===== src/rtl/mem_arbiter.sv =====
// Two-port memory arbiter: fetch (if_*) and data (d_*) ports share one memory.
// Grants are combinational, reads return one cycle later to the granting port.
// Optional starvation guard for the fetch port: define MEM_ARB_STARVE_GUARD_EN.
module mem_arbiter #(
  parameter int unsigned STARVE_LIMIT = 4
) (
  input  logic        clk,
  input  logic        reset,
  input  logic        if_req,
  input  logic [15:0] if_addr,
  output logic        if_gnt,
  output logic        if_rvalid,
  output logic [15:0] if_rdata,
  input  logic        d_req,
  input  logic        d_we,
  input  logic [15:0] d_addr,
  input  logic [15:0] d_wdata,
  output logic        d_gnt,
  output logic        d_rvalid,
  output logic [15:0] d_rdata,
  output logic        r_en,
  output logic        w_en,
  output logic [15:0] addr,
  output logic [15:0] w_data,
  input  logic [15:0] r_data
);

  // The limit must fit the 4-bit starvation counter and be non-zero.
  if (STARVE_LIMIT < 1 || STARVE_LIMIT > 15) begin : g_bad_limit
    $error("mem_arbiter: STARVE_LIMIT out of range 1..15");
  end

  typedef enum logic [1:0] {StIdle, StRd, StWr} arb_state_e;

  arb_state_e  arb_state_q, arb_state_d;
  logic        owner_q, owner_d;  // 1: outstanding read belongs to the data port
  logic [15:0] addr_q, addr_d;
  logic [15:0] w_data_q, w_data_d;
  logic [15:0] if_rdata_q, if_rdata_d;
  logic [15:0] d_rdata_q, d_rdata_d;
  logic        force_if;

`ifdef MEM_ARB_STARVE_GUARD_EN
  logic [3:0] starve_q, starve_d;

  // Fetch is forced through once it has lost STARVE_LIMIT contentions in a row.
  always_comb begin
    force_if = (starve_q == STARVE_LIMIT[3:0]) && if_req && d_req;
    starve_d = starve_q;
    if (if_gnt) begin
      starve_d = 4'd0;
    end else if (d_gnt && if_req) begin
      starve_d = starve_q + 4'd1;
    end
  end

  // Starvation counter register.
  always_ff @(posedge clk or negedge reset) begin
    if (!reset) begin
      starve_q <= 4'd0;
    end else begin
      starve_q <= starve_d;
    end
  end
`else
  assign force_if = 1'b0;
`endif

  // Grant, memory drive and response routing; grants are suppressed while in reset.
  always_comb begin
    d_gnt  = reset && d_req && !force_if;
    if_gnt = reset && if_req && !d_gnt;
    r_en   = if_gnt || (d_gnt && !d_we);
    w_en   = d_gnt && d_we;

    addr = addr_q;
    if (if_gnt) begin
      addr = if_addr;
    end else if (d_gnt) begin
      addr = d_addr;
    end
    w_data = w_en ? d_wdata : w_data_q;

    if_rvalid = (arb_state_q == StRd) && !owner_q;
    d_rvalid  = (arb_state_q == StRd) && owner_q;
    if_rdata  = if_rvalid ? r_data : if_rdata_q;
    d_rdata   = d_rvalid ? r_data : d_rdata_q;

    addr_d     = addr;
    w_data_d   = w_data;
    if_rdata_d = if_rdata;
    d_rdata_d  = d_rdata;
    owner_d    = d_gnt;
    if (r_en) begin
      arb_state_d = StRd;
    end else if (w_en) begin
      arb_state_d = StWr;
    end else begin
      arb_state_d = StIdle;
    end
  end

  // State, owner tag and held output registers.
  always_ff @(posedge clk or negedge reset) begin
    if (!reset) begin
      arb_state_q <= StIdle;
      owner_q     <= 1'b0;
      addr_q      <= 16'h0000;
      w_data_q    <= 16'h0000;
      if_rdata_q  <= 16'h0000;
      d_rdata_q   <= 16'h0000;
    end else begin
      arb_state_q <= arb_state_d;
      owner_q     <= owner_d;
      addr_q      <= addr_d;
      w_data_q    <= w_data_d;
      if_rdata_q  <= if_rdata_d;
      d_rdata_q   <= d_rdata_d;
    end
  end

endmodule


===== config.mk =====
export PLATFORM = sky130hd
export DESIGN_NAME = mem_arbiter
export DESIGN_NICKNAME = d
export VERILOG_FILES = /design/src/rtl/mem_arbiter.sv
export SDC_FILE = /design/constraint.sdc
export NUM_CORES = 1
export LEC_CHECK = 0
export BUFFER_PORTS_ARGS = -buffer_cell sky130_fd_sc_hd__buf_2
export CORE_ASPECT_RATIO = 0.8
export CORE_MARGIN = 1.5
export CORE_UTILIZATION = 28
export DETAILED_ROUTE_END_ITERATION = 12
export HOLD_SLACK_MARGIN = 0.08
export SYNTH_ARGS = -nofsm -noshare
export SYNTH_HDL_FRONTEND = slang
export SYNTH_SLANG_ARGS = --single-unit
export TNS_END_PERCENT = 1

===== constraint.sdc =====
create_clock -name clk -period 1.7 [get_ports clk]
set_input_delay 0.085 -clock clk [delete_from_list [all_inputs] [get_ports clk]]
set_output_delay 0.085 -clock clk [all_outputs]
set_load 0.05 [all_outputs]

After elaboration in Yosys (flattened, before gate mapping):

Index checks and enable logic that the tools add are counted.

* bits in registers: 67
* input bits: 69
* output and inout bits: 70
* logic and storage cells: 25

* equal/unequal tests: 1
* muxes and demuxes: 7
* reduce and logical (&&, ||, !) cells: 11

Operators with widths (number)
* $mux 16: 5
* $logic_and 1x1->1: 7
* $mux 2: 2
* $logic_not 1->1: 3
* $eq 2x1->1 const B: 1
* $logic_or 1x1->1: 1

Depth between registers and ports, before layout:

Gate-level depths: netlist (run 1).

* depth after elaboration: 5
* gate-level depth with buffers: 5
* mapped depth without buffers: 2

Worst setup path before layout (run 1):

OpenSTA, ideal clock, no wires.

* kind: register -> register
* start: register owner_q
* end: register if_rdata_q[10]
* setup time: 0.175 ns
* arrival time: 1.493 ns
* data required time: 1.525 ns
* setup slack: 0.032 ns
* stages on the path, launching flop included: 4
* path buffers: 1
* clock period less this slack: 1.668 ns
* cells stage by stage: dfrtp_1 nor3b_4 buf_6 mux2_2

* word-level cells in the longest chain between the ends: 3

Ends and longest elaborated chain
* start: declaration: line 36 `logic owner_q, owner_d;`
* start signal: assignment: line 114 `owner_q <= owner_d;`
* $logic_not 1->1: line 84 `if_rvalid = (arb_state_q == StRd) && !owner_q;`
* $logic_and 1x1->1: line 84
* net if_rvalid: line 12 `output logic if_rvalid,`
* $mux 16: line 86 `if_rdata = if_rvalid ? r_data : if_rdata_q;`
* net if_rdata[10]: line 13 `output logic [15:0] if_rdata,`
* end signal: assignment: line 117 `if_rdata_q <= if_rdata_d;`
* end: declaration: line 39 `logic [15:0] if_rdata_q, if_rdata_d;`

The timed path passes the listed nets, and every way through them passes these cells.

Worst setup path in the final report (run 1):

* start: register arb_state_q[1]
* end: output port if_rdata[8]

* word-level cells in the longest chain between the ends: 3

Ends and longest elaborated chain
* start: declaration: line 35 `arb_state_e arb_state_q, arb_state_d;`
* start signal: assignment: line 106 `arb_state_q <= StIdle;`
* start signal: assignment: line 113 `arb_state_q <= arb_state_d;`
* $eq 2x1->1: line 84
* $logic_and 1x1->1: line 84
* $mux 16: line 86
* end: declaration: line 13

Every way passes these cells.

==> flow_metrics.py, run 1 <==
metrics = {
    "synth": {
        "synth-seq-cells": 67,
        "yosys-top-cells-area": "dfrtp_1 (59%), mux2_2 (19%), o211a_1 (5.3%)",
        "synth_largest_area_cell": "dfrtp_1",
        "async_flop_share_pct": 100,
        "yosys_warnings": 0,
        "syn_inst": 188,
        "yosysUniqueCellTypes": 20,
        "synthTopCellsByCount": "dfrtp_1 (67), mux2_2 (48), nand3b_1 (16)",
        "synth-edff-count": 0,
        "avgSynthCellArea_um2": 15.1,
        "synth_ff_type": "dfrtp_1",
        "synth_area_um2": 2840,
        "netlist.area_leader.share_pct": 59.1,
        "ys_seq_area_share_pct": 59.1,
        "synth_most_common_cell": "dfrtp_1",
        "synth_fp_nets": 257,
    },
    "detailed_routing": {
        "viasPerCell": 4.47,
        "ant_nets": 0,
        "wl_per_cell_um": 15.2,
        "vias": 2282,
        "drc_errors": 0,
        "drt-total-wl_mm": 7.75,
        "firstDrtPassIters": 4,
        "drtIter0Drc": 59,
    },
    "grt": {
        "grt_first_pass_wirelength_mm": 11.9,
        "grt_pass1_vias": 2404,
        "antenna_found_initial": 0,
        "grt_usage_pct": 14.6,
        "grt-ovfl-total": 0,
        "grt_max_degree": 33,
    },
    "pwr": {
        "sw_frac_of_total_pct": 36.5,
        "p_switching_mw": 2.41,
        "p_int_mw": 4.19,
        "cellLeakagePower_nw": 2.26,
        "p_per_area_nw_per_um2": 1390,
        "power_frac_seq_pct": 30.1,
        "ir_drop_mv": 0.693,
        "comb_power_share_pct": 39.6,
        "power_frac_clock_pct": 30.4,
    },
    "timing": {
        "tns_ns": -1.66,
        "finalCriticalPeriod_ns": 1.82,
        "holdWs_ns": 0.0971,
        "skew_ns": 0.00241,
        "drv_slew": 0,
        "fin_crit_sh_pct": 107,
        "worst_slew_pin_slew_ns": 0.470,
        "max_freq_mhz": 548,
        "setup_viol_count_final": 16,
        "setup_ws_ns": -0.123,
        "relSlewSlack_pct": 68.5,
        "hold_violations": 0,
        "rsz0062_at_grt": "true",
    },
    "floorplanning": {
        "row_count": 32,
        "dieArea_um2": 10700,
        "fp.dieW_um": 116,
        "die_h_um": 93.0,
        "start_util_pct": 29.1,
        "io_pins": 139,
        "coreArea_um2": 9730,
    },
    "worst_hold_path": {
        "hold_path_depth": 3,
        "min_to": "addr_q[0]$_DFF_PN0_",
        "min_from": "d_addr[0]",
        "min_path_type": "in2reg",
    },
    "worst_setup_path": {
        "cp.required_ns": 1.62,
        "cp_cell_sequence": "nor3b_4 -> buf_12 -> buf_16 -> mux2_4 -> buf_8",
        "crit_path_end_kind": "output port",
        "reg2reg_slack_ns": 0.32,
        "crit_family": "buffers and inverters",
        "reg2reg_depth": 4,
        "cpMaxStageDelayCell": "dfrtp_1",
        "crit_path_max_incr_delay_ns": 0.40,
        "worstPathMaxFanout": 8,
        "r2r-start": "arb_state_q[1]$_DFF_PN0_",
        "crit_path_start_kind": "flip-flop",
        "r2r_end": "if_rdata_q[2]$_DFF_PN0_",
        "cp-startpoint": "arb_state_q[1]$_DFF_PN0_",
        "path_buf_inv": 3,
        "criticalPathCategory": "reg2out",
        "crit_arrival_ns": 1.74,
    },
    "final_layout": {
        "drive_above_1_share_pct": 57.9,
        "postLayoutCellArea_um2": 4770,
        "seq_area_um2": 1680,
        "multi_input_area_um2": 1130,
        "num_antenna_cells": 0,
        "area_growth_pct": 68.1,
        "n_fill_cell": 859,
        "nets": 439,
        "final_cells": 511,
    },
    "placement": {
        "place_area_um2": 3700,
        "place_congestion": 0.667,
        "dpl.hpwl_mm": 4.74,
        "port_buffers": 138,
        "dp.cells": 457,
        "place_ws_ns": 0.184,
    },
    "clock_network": {
        "clkSinkCount": 67,
        "clock-root-buffer": "clkbuf_16",
        "clk_latency_ns": 0.33,
        "cts_buffers": 9,
        "cts_max_path_buffers": 2,
        "cts_tree": "yes",
        "htree_levels": 3,
        "clk_pin_slew_ns": 0.06,
    },
    "job": {
        "maxCapViolations": 0,
    },
    "run_status": {
        "run_status": "complete, but fails checks",
        "violations": "negative setup slack",
    },
}
==> placed cells by master (no fill, tap or decap), types with 9 or more instances in the layout <==
cell and count:
dlygate4sd3_1 35, nand3b_1 16, buf_2 105, nand4bb_1 10, buf_8 12, dfrtp_1 67, buf_6 20, o211a_1 15
mux2_2 32, mux2_4 16, clkbuf_16 9
==> worst register-to-register path, stage by stage (launching register included) <==
cell	delay (ns)
dfrtp_1	0.40
nor3b_4	0.23
buf_12	0.16
buf_16	0.14
mux2_4	0.33
==> cells by family after synthesis <==
group,after synthesis,synth area share (%)
mux,48,19.1
buf+inv,16,3.04
simple gates,39,12.6
flops,67,59.1
compound gates,18,6.13
==> metrics by stage <==
step                util (%)  power (mW)
floorplan                  -        3.63
global placement        38.0        4.10
detailed placement      38.0        4.12
CTS                     48.3        6.58
global route            49.0        6.87
finish                  49.0        6.61
==> flip-flops by register name, indices dropped and copies added, names as in the netlist <==
| register | flops |
|---|---|
| addr_q | 16 |
| d_rdata_q | 16 |
| if_rdata_q | 16 |
| w_data_q | 16 |
| arb_state_q | 2 |
| owner_q | 1 |
==> metal layers <==
metal	share of wire, %	vias to the layer above	GRT usage [%]
li1	-	1054	-
met1	41	1131	17.0
met2	50	82	24.4
met5	0	-	0
met3	6.1	15	5.18
met4	2.3	0	5.86
==> timing repair <==
item | CTS | global route
endpoints found under the hold margin | 97 | 0
pin swaps | 1 | 0
setup endpoints to repair | 32 | 32
gates resized for setup | 80 | 17
hold buffers | 35 | 0
gates cloned | 2 | 0
buffers inserted | 1 | 0
==> worst max path at each step <==
| stage | cells past startpoint | slack [ns] | end |
|---|---|---|---|
| after detailed placement | 4 | 0.18 | if_rdata[10] |
| after floorplan | 3 | 0.03 | if_rdata_q[10]$_DFF_PN0_ |
| final | 5 | -0.12 | if_rdata[8] |
| after CTS | 5 | -0.14 | if_rdata[6] |
| after global placement | 4 | 0.19 | if_rdata[0] |
| after global routing | 5 | -0.19 | if_rdata[2] |
==> power groups by stage <==
stage | combinational [mW] | clock [mW] | sequential, mW
after global placement | 2.10 | 0 | 1.99
after detailed placement | 2.12 | 0 | 2.01
final | 2.61 | 2.01 | 1.99
after CTS | 2.53 | 2.07 | 1.98
after global routing | 2.73 | 2.13 | 2.01
after floorplan | 1.65 | 0 | 1.98
==> final cells by class <==
class                      count  area share [%]
timing repair buffer         184            30.4
tap                          136            3.57
inverter                       3           0.236
clock inverter                 6            1.86
multi-input combinational    105            23.8
sequential                    67            35.2
clock buffer                  10            5.01
No activity file was read; power rests on OpenSTA's default activity.
==> run 2: changes to the inputs <==
--- a/config.mk
+++ b/config.mk
@@ -6,11 +6,14 @@
 export NUM_CORES = 1
 export LEC_CHECK = 0
 export BUFFER_PORTS_ARGS = -buffer_cell sky130_fd_sc_hd__buf_2
+export CELL_PAD_IN_SITES_DETAIL_PLACEMENT = 2
+export CELL_PAD_IN_SITES_GLOBAL_PLACEMENT = 2
 export CORE_ASPECT_RATIO = 0.8
 export CORE_MARGIN = 1.5
 export CORE_UTILIZATION = 28
 export DETAILED_ROUTE_END_ITERATION = 12
 export HOLD_SLACK_MARGIN = 0.08
+export PLACE_DENSITY_LB_ADDON = 0.1
 export SYNTH_ARGS = -nofsm -noshare
 export SYNTH_HDL_FRONTEND = slang
 export SYNTH_SLANG_ARGS = --single-unit
==> flow_metrics.py, run 2 (same netlist as run 1, synthesis figures left out) <==
metrics = {
    "clock_network": {
        "clock-root-buffer": "clkbuf_16",
        "clk_latency_ns": 0.33,
        "cts_tree": "yes",
        "clk_pin_slew_ns": 0.06,
        "cts_max_path_buffers": 2,
        "clkSinkCount": 67,
        "htree_levels": 3,
        "cts_buffers": 9,
    },
    "pwr": {
        "ir_drop_mv": 0.668,
        "p_per_area_nw_per_um2": 1390,
        "cellLeakagePower_nw": 2.34,
    },
    "timing": {
        "setup_viol_count_final": 32,
        "skew_ns": 0.00448,
        "finalCriticalPeriod_ns": 1.85,
        "drv_slew": 0,
        "tns_ns": -3.11,
        "hold_violations": 0,
        "max_freq_mhz": 542,
        "rsz0062_at_grt": "true",
        "setup_ws_ns": -0.145,
        "fin_crit_sh_pct": 109,
        "relSlewSlack_pct": 59.3,
        "worst_slew_pin_slew_ns": 0.609,
    },
    "grt": {
        "grt_max_degree": 27,
        "grt-ovfl-total": 0,
        "grt_usage_pct": 18.7,
        "antenna_found_initial": 1,
        "grt_first_pass_wirelength_mm": 14.9,
        "grt_pass1_vias": 2778,
    },
    "worst_setup_path": {
        "reg2reg_slack_ns": 0.31,
        "cp-startpoint": "owner_q$_DFF_PN0_",
        "criticalPathCategory": "reg2out",
        "reg2reg_depth": 4,
        "r2r_end": "if_rdata_q[9]$_DFF_PN0_",
        "crit_path_end_kind": "output port",
        "r2r-start": "owner_q$_DFF_PN0_",
        "crit_arrival_ns": 1.76,
        "cp.required_ns": 1.62,
        "worstPathMaxFanout": 4,
        "crit_path_start_kind": "flip-flop",
        "crit_end": "if_rdata[9]",
    },
    "placement": {
        "place_congestion": 0.698,
        "dpl.hpwl_mm": 6.30,
        "port_buffers": 138,
    },
    "detailed_routing": {
        "wl_per_cell_um": 19.2,
        "drc_errors": 0,
        "ant_nets": 0,
        "firstDrtPassIters": 4,
        "drtIter0Drc": 66,
        "viasPerCell": 4.61,
        "vias": 2404,
        "drt-total-wl_mm": 10.0,
    },
    "run_status": {
        "run_status": "complete, but fails checks",
        "violations": "negative setup slack",
    },
    "final_layout": {
        "drive_above_1_share_pct": 57.9,
        "layout_common_cells": "buf_2 (104), dfrtp_1 (67), dlygate4sd3_1 (38)",
        "layout.cells.most_common": "buf_2",
        "multi_input_area_um2": 1160,
        "seq_area_um2": 1680,
        "area_growth_pct": 71.1,
        "final_util_pct": 49.9,
        "n_fill_cell": 969,
        "nets": 449,
    },
    "floorplanning": {
        "io_pins": 139,
        "row_count": 32,
        "fp.dieW_um": 116,
        "die_h_um": 93.0,
        "dieArea_um2": 10700,
        "coreArea_um2": 9730,
        "start_util_pct": 29.1,
    },
    "job": {
        "maxCapViolations": 0,
    },
    "worst_hold_path": {
        "min_path_type": "in2async",
    },
}
run 2: repair_timing:
item	4_1_cts	5_1_grt
pin swaps	1	1
cloned	0	1
endpoints found under the setup margin	32	35
buffers inserted	0	2
resized for setup	62	39
hold buffers	38	2
endpoints found under the hold margin	103	28
run 2: how the worst min path moves through the flow:
stage                          start                       end  slack [ns]  cells after the start
final                          reset  if_rdata_q[12]$_DFF_PN0_        0.10                      3
after global routing      d_addr[12]      addr_q[12]$_DFF_PN0_        0.11                      3
after CTS                      reset       addr_q[9]$_DFF_PN0_        0.09                      3
after detailed placement       reset       addr_q[0]$_DFF_PN0_       -0.07                      1
after global placement         reset       addr_q[0]$_DFF_PN0_       -0.07                      1
after floorplan                reset       addr_q[0]$_DFF_PN0_       -0.21                      0
run 2: area by class of cell:
| type | instances | area share [%] |
|---|---|---|
| antenna | 1 | 0.0516 |
| clock buffer | 12 | 5.29 |
| clock inverter | 4 | 1.50 |
| inverter | 3 | 0.232 |
| multi-input combinational | 105 | 24.0 |
| sequential | 67 | 34.6 |
| tap | 136 | 3.51 |
| timing repair buffer | 194 | 30.9 |
run 2: metal layers:
metal | vias up | track usage, % | part of all wire [%]
li1 | 1073 | - | -
met1 | 1235 | 20.6 | 40
met2 | 85 | 33.0 | 52
met3 | 11 | 7.26 | 7.0
met4 | 0 | 5.76 | 1.6
met5 | - | 0 | 0
run 2: worst max-delay path, cell delays in order (launching register included):
cell and delay, ns:
dfrtp_1 0.42, nor3b_4 0.22, buf_6 0.16, buf_6 0.13, mux2_2 0.35, buf_6 0.16
run 2: power breakdown:
part / internal (mW) / switching, mW / leakage, nW
clock network: 1.36 / 0.690 / 0.159
registers: 1.91 / 0.101 / 0.780
logic: 0.985 / 1.69 / 1.40
run 2: per-stage QoR:
stage          total power [mW]  instance area (um2)  hold WS (ns)  setup slack (ns)  std cells
6_report                   6.73                 4850         0.104            -0.145        522
5_1_grt                    6.99                 4850         0.108            -0.218        521
4_1_cts                    6.60                 4650        0.0903            -0.116        517
3_5_place_dp               4.18                 3740       -0.0669             0.208        463
3_3_place_gp               4.13                 3740       -0.0673             0.225        463
2_1_floorplan              3.63                 2840        -0.211            0.0323        188
